$ cat src/rtl/mem_stage_lsu.sv
// mem_stage_lsu: MEM-stage load/store unit with valid/grant data-memory port,
// store lane formatting, load extension and the MEM/WB pipeline register.
module mem_stage_lsu (
  input  logic        clk,
  input  logic        rstN,
  input  logic        regWrtm,
  input  logic        memWrtm,
  input  logic [1:0]  rsltSrcm,
  input  logic [2:0]  funct3m,
  input  logic [31:0] aluRsltm,
  input  logic [31:0] wrtDm,
  input  logic [31:0] pc4m,
  input  logic [4:0]  rdm,
  output logic        stallM,
  output logic        dmReq,
  output logic        dmWe,
  output logic [31:0] dmAddr,
  output logic [3:0]  dmBe,
  output logic [31:0] dmWdata,
  input  logic        dmGnt,
  input  logic        dmRvalid,
  input  logic [31:0] dmRdata,
  output logic        regWrtw,
  output logic [1:0]  rsltSrcw,
  output logic [31:0] aluRsltw,
  output logic [31:0] pc4w,
  output logic [4:0]  rdw,
  output logic [31:0] readDw,
  output logic        misalignW
);
  typedef enum logic {IDLE, WAIT} stateT;
  stateT state, stateNxt;
  logic isStore, isLoad, isHalf, isWord, misalign, memOp, loadDone;
  logic [31:0] shifted, loadExt;
  always_comb begin
    isStore  = memWrtm;
    isLoad   = !memWrtm && rsltSrcm == 2'b01;
    isHalf   = funct3m[1:0] == 2'b01;
    isWord   = funct3m[1];
    misalign = (isStore || isLoad) && ((isHalf && aluRsltm[0]) || (isWord && aluRsltm[1:0] != 2'b00));
    memOp    = (isStore || isLoad) && !misalign;
    // reset must silence the port and the stall even while EX/MEM still shows a memory op
    dmReq    = rstN && state == IDLE && memOp;
    loadDone = rstN && state == WAIT && dmRvalid;
    stallM   = (dmReq && !(isStore && dmGnt)) || (rstN && state == WAIT && !dmRvalid);
    stateNxt = state == IDLE ? (dmReq && isLoad && dmGnt ? WAIT : IDLE) : (dmRvalid ? IDLE : WAIT);
    dmWe     = isStore;
    dmAddr   = {aluRsltm[31:2], 2'b00};
    dmBe     = isWord ? 4'b1111 : isHalf ? (aluRsltm[1] ? 4'b1100 : 4'b0011) : 4'b0001 << aluRsltm[1:0];
    dmWdata  = isWord ? wrtDm : isHalf ? {2{wrtDm[15:0]}} : {4{wrtDm[7:0]}};
    shifted  = dmRdata >> {aluRsltm[1:0], 3'b000};
    loadExt  = isWord ? shifted
             : isHalf ? {{16{!funct3m[2] && shifted[15]}}, shifted[15:0]}
             : {{24{!funct3m[2] && shifted[7]}}, shifted[7:0]};
  end
  always_ff @(posedge clk or negedge rstN) begin
    if (!rstN) begin
      state     <= IDLE;
      regWrtw   <= 1'b0;
      misalignW <= 1'b0;
      rsltSrcw  <= '0;
      aluRsltw  <= '0;
      pc4w      <= '0;
      rdw       <= '0;
      readDw    <= '0;
    end else begin
      state     <= stateNxt;
      regWrtw   <= !stallM && regWrtm && !misalign;
      misalignW <= !stallM && misalign;
      if (!stallM) begin
        rsltSrcw <= rsltSrcm;
        aluRsltw <= aluRsltm;
        pc4w     <= pc4m;
        rdw      <= rdm;
      end
      if (loadDone) readDw <= loadExt;
    end
  end
endmodule
$ cat config.mk
export PLATFORM = sky130hd
export DESIGN_NAME = mem_stage_lsu
export DESIGN_NICKNAME = d
export VERILOG_FILES = /design/src/rtl/mem_stage_lsu.sv
export SDC_FILE = /design/constraint.sdc
export NUM_CORES = 1
export LEC_CHECK = 0
export ABC_AREA = 0
export BUFFER_PORTS_ARGS = -buffer_cell sky130_fd_sc_hd__buf_2
export CAP_MARGIN = 15
export CORE_ASPECT_RATIO = 0.6
export CORE_MARGIN = 2
export CORE_UTILIZATION = 40
export CTS_CLUSTER_SIZE = 8
export DETAILED_ROUTE_END_ITERATION = 16
export MAX_ROUTING_LAYER = met4
export PLACE_DENSITY = 0.75
export SLEW_MARGIN = 20
export SYNTH_ARGS = -nofsm -noshare
export SYNTH_HDL_FRONTEND = slang
export SYNTH_SLANG_ARGS = --single-unit
$ cat constraint.sdc
create_clock -name clk -period 5.2 [get_ports clk]
set_clock_uncertainty 0.15 [all_clocks]
set_input_delay 0 -clock clk [delete_from_list [all_inputs] [get_ports clk]]
set_output_delay 0 -clock clk [all_outputs]
set_load 0.02 [all_outputs]
==> results.py <==
metrics = {
    "drt": {
        "drtPass1Iterations": 4,
        "routedWlPerCell_um": 17.1,
        "vias": 4796,
        "viasPerCell": 4.92,
        "detail-route-antenna-nets": 0,
        "routedLengthMet1_um": 7120,
        "wl_met3_um": 1420,
        "drc_errors": 0,
        "top_layer_used": "met4",
        "wirelength_um": 16600,
        "wl_met2_um": 7820,
        "drtIter0Drc": 242,
    },
    "placement": {
        "place_inst": 856,
        "io_buffers": 317,
        "pre_cts_ws_ns": 2.25,
        "place_hpwl_um": 11700,
        "gp_congestion": 0.943,
    },
    "layout": {
        "synthToLayoutAreaGrowth_pct": 52.6,
        "layout.nets": 944,
        "drive_above_1_share_pct": 46.5,
        "layout.cells.non_filler": 974,
        "antenna_cells": 0,
        "num-fill-cells": 1048,
    },
    "worst_setup_path": {
        "end_kind": "flop",
        "critPathKind": "input port to flop",
        "required_ns": 5.26,
        "path_cells": "dlygate4sd3_1, buf_4, buf_4, nand2_1, o31ai_4, buf_12, mux2_1",
        "crit_fanout": 62,
        "worst_path_most_repeated_cell": "buf_4",
        "cpMaxStageDelayCell": "buf_4",
        "start_kind": "input port",
        "max_stage_delay_ns": 0.72,
        "arrival_ns": 2.97,
    },
    "sta": {
        "fin_ws_ns": 2.29,
        "setup-violations-final": 0,
        "fmax_mhz": 344,
        "finalSetupTns_ns": 0,
        "hold_viol_final": 0,
        "grt_setup_unrepaired": "false",
        "relSlewSlack_pct": 32.7,
        "fin_crit_sh_pct": 55.9,
        "slew_violations": 0,
        "max_slew.worst_pin.slew_ns": 1.01,
        "period_needed_ns": 2.91,
    },
    "floorplanning": {
        "dieArea_um2": 14100,
        "start_util_pct": 41.0,
        "rows": 32,
        "core_um2": 12800,
        "die_w_um": 152,
        "io_pins": 320,
        "die_y_um": 92.8,
    },
    "cts": {
        "postCtsSetupBuffers": 0,
        "worstSkewPairLatency_ns": 0.33,
        "cts_hold_buf": 102,
        "h-tree-depth": 3,
        "cts_resized": 0,
        "numCtsBuffers": 9,
        "ctsRootBufferMaster": "clkbuf_16",
        "clockBufferDepth": 2,
        "clock-sinks": 106,
        "cts_tree": "built",
        "path_clk_slew_ns": 0.07,
    },
    "synthesis": {
        "synthTopCellsByCount": "dfrtp_1 (106), mux2_1 (71), buf_4 (47)",
        "ys_ff_latch": 106,
        "synth-main-ff-cell": "dfrtp_1",
        "synth-edff-count": 0,
        "synth.most_common_cell": "dfrtp_1",
        "async_flop_share_pct": 100,
        "syn_avg_cell_area_um2": 12.2,
        "synth_area_leader_cell": "dfrtp_1",
        "synthDistinctLibCells": 34,
        "yosys_warnings": 0,
        "syn-instance-count": 431,
        "synthesis.area_um2": 5250,
        "ys_seq_area_share_pct": 50.5,
        "synth_area_leaders": "dfrtp_1 (51%), mux2_1 (15%), buf_4 (6.7%), mux2_2 (5.1%), mux2i_1 (4.8%)",
        "synth_top_area_share_pct": 50.5,
    },
    "power": {
        "ir_drop_mv": 0.162,
        "power_mw": 2.18,
        "powerDensity_nw_per_um2": 272,
        "static-leakage-power_nw": 4.05,
    },
    "worst_hold_path": {
        "hold_class": "input port to flop",
    },
    "flow_run": {
        "drv_cap": 0,
    },
    "grt": {
        "overflow": 0,
        "track_usage_pct": 23.4,
        "grt_max_degree": 63,
        "grt_pass1_wl_um": 25600,
        "grt_pass1_vias": 4964,
        "antenna_found_initial": 0,
    },
    "status": {
        "outcome": "finished, final reports clean",
    },
}
[per-layer routing]
metal	GRT usage, %	vias to the layer above
met3	6.60	26
met1	29.9	2325
li1	-	2229
met5	-	-
met4	6.23	0
met2	37.1	216
[power by group]
group / internal, mW / switching [mW]
combinational: 0.247 / 0.321
clock: 0.378 / 0.305
sequential: 0.894 / 0.0388
[cells in the final DEF (no fill, tap or decap), types with 3 or more instances in the layout]
cell / count
a21o_1: 3
nand2b_1: 3
nor2b_1: 4
a221o_1: 9
o211ai_2: 7
o21ai_0: 25
buf_2: 316
nor2_1: 14
nand2_1: 31
buf_4: 5
mux2_2: 24
clkbuf_16: 9
dfrtp_1: 106
mux2_1: 71
a22o_1: 8
mux2i_1: 25
a21oi_1: 15
dlygate4sd3_1: 102
[area by class of cell]
cell class	count	area, um2	area share (%)
inverter	1	3.75	0.0468
multi-input combinational	257	2170	27.1
timing repair buffer	425	2680	33.4
sequential	106	2650	33.1
tap	170	213	2.65
clock buffer	9	225	2.81
clock inverter	6	75.1	0.937
[sequential cells by signal, summed over array words and instances (netlist names)]
signal,count
aluRsltw,32
misalignW,1
pc4w,32
rdw,5
readDw,32
regWrtw,1
rsltSrcw,2
state,1
[worst paths after layout]
kind / start / end / slack, ns / cells after the start
min in group asynchronous: rstN / aluRsltw[31] / 0.08 / 2
hold reg to reg: readDw[3] / readDw[3] / 0.33 / 2
hold / removal: dmRdata[0] / readDw[0] / 0.02 / 5
setup reg to reg: state / aluRsltw[5] / 2.80 / 5
max in group asynchronous: rstN / pc4w[8] / 3.61 / 3
setup / recovery: rstN / aluRsltw[5] / 2.29 / 7
[metrics by stage]
stage                     utilization, %  cell area (um2)  hold slack (ns)
after floorplan                        -             5260           -0.446
after global placement              52.1             6680           -0.123
after detailed placement            52.1             6680           -0.103
after CTS                           62.4             8000         0.000101
after global routing                62.5             8010          0.00894
final                               62.5             8010           0.0189
[critical path, delay by kind of cell]
| kind | cells | cell delay [ns] |
|---|---|---|
| buffers and inverters | 4 | 2.10 |
| muxes | 1 | 0.37 |
| AOI/OAI and AO/OA | 1 | 0.23 |
| and+or+nand+nor | 1 | 0.20 |
[kinds of logic after synthesis]
group | count (synthesis) | share of synthesized area, %
mux | 121 | 25.6
flops | 106 | 50.5
compound gates | 73 | 9.86
buf+inv | 69 | 8.62
simple gates | 61 | 5.38
other cells | 1 | 0.0714
Note: power is estimated with default switching activity, not from simulation.
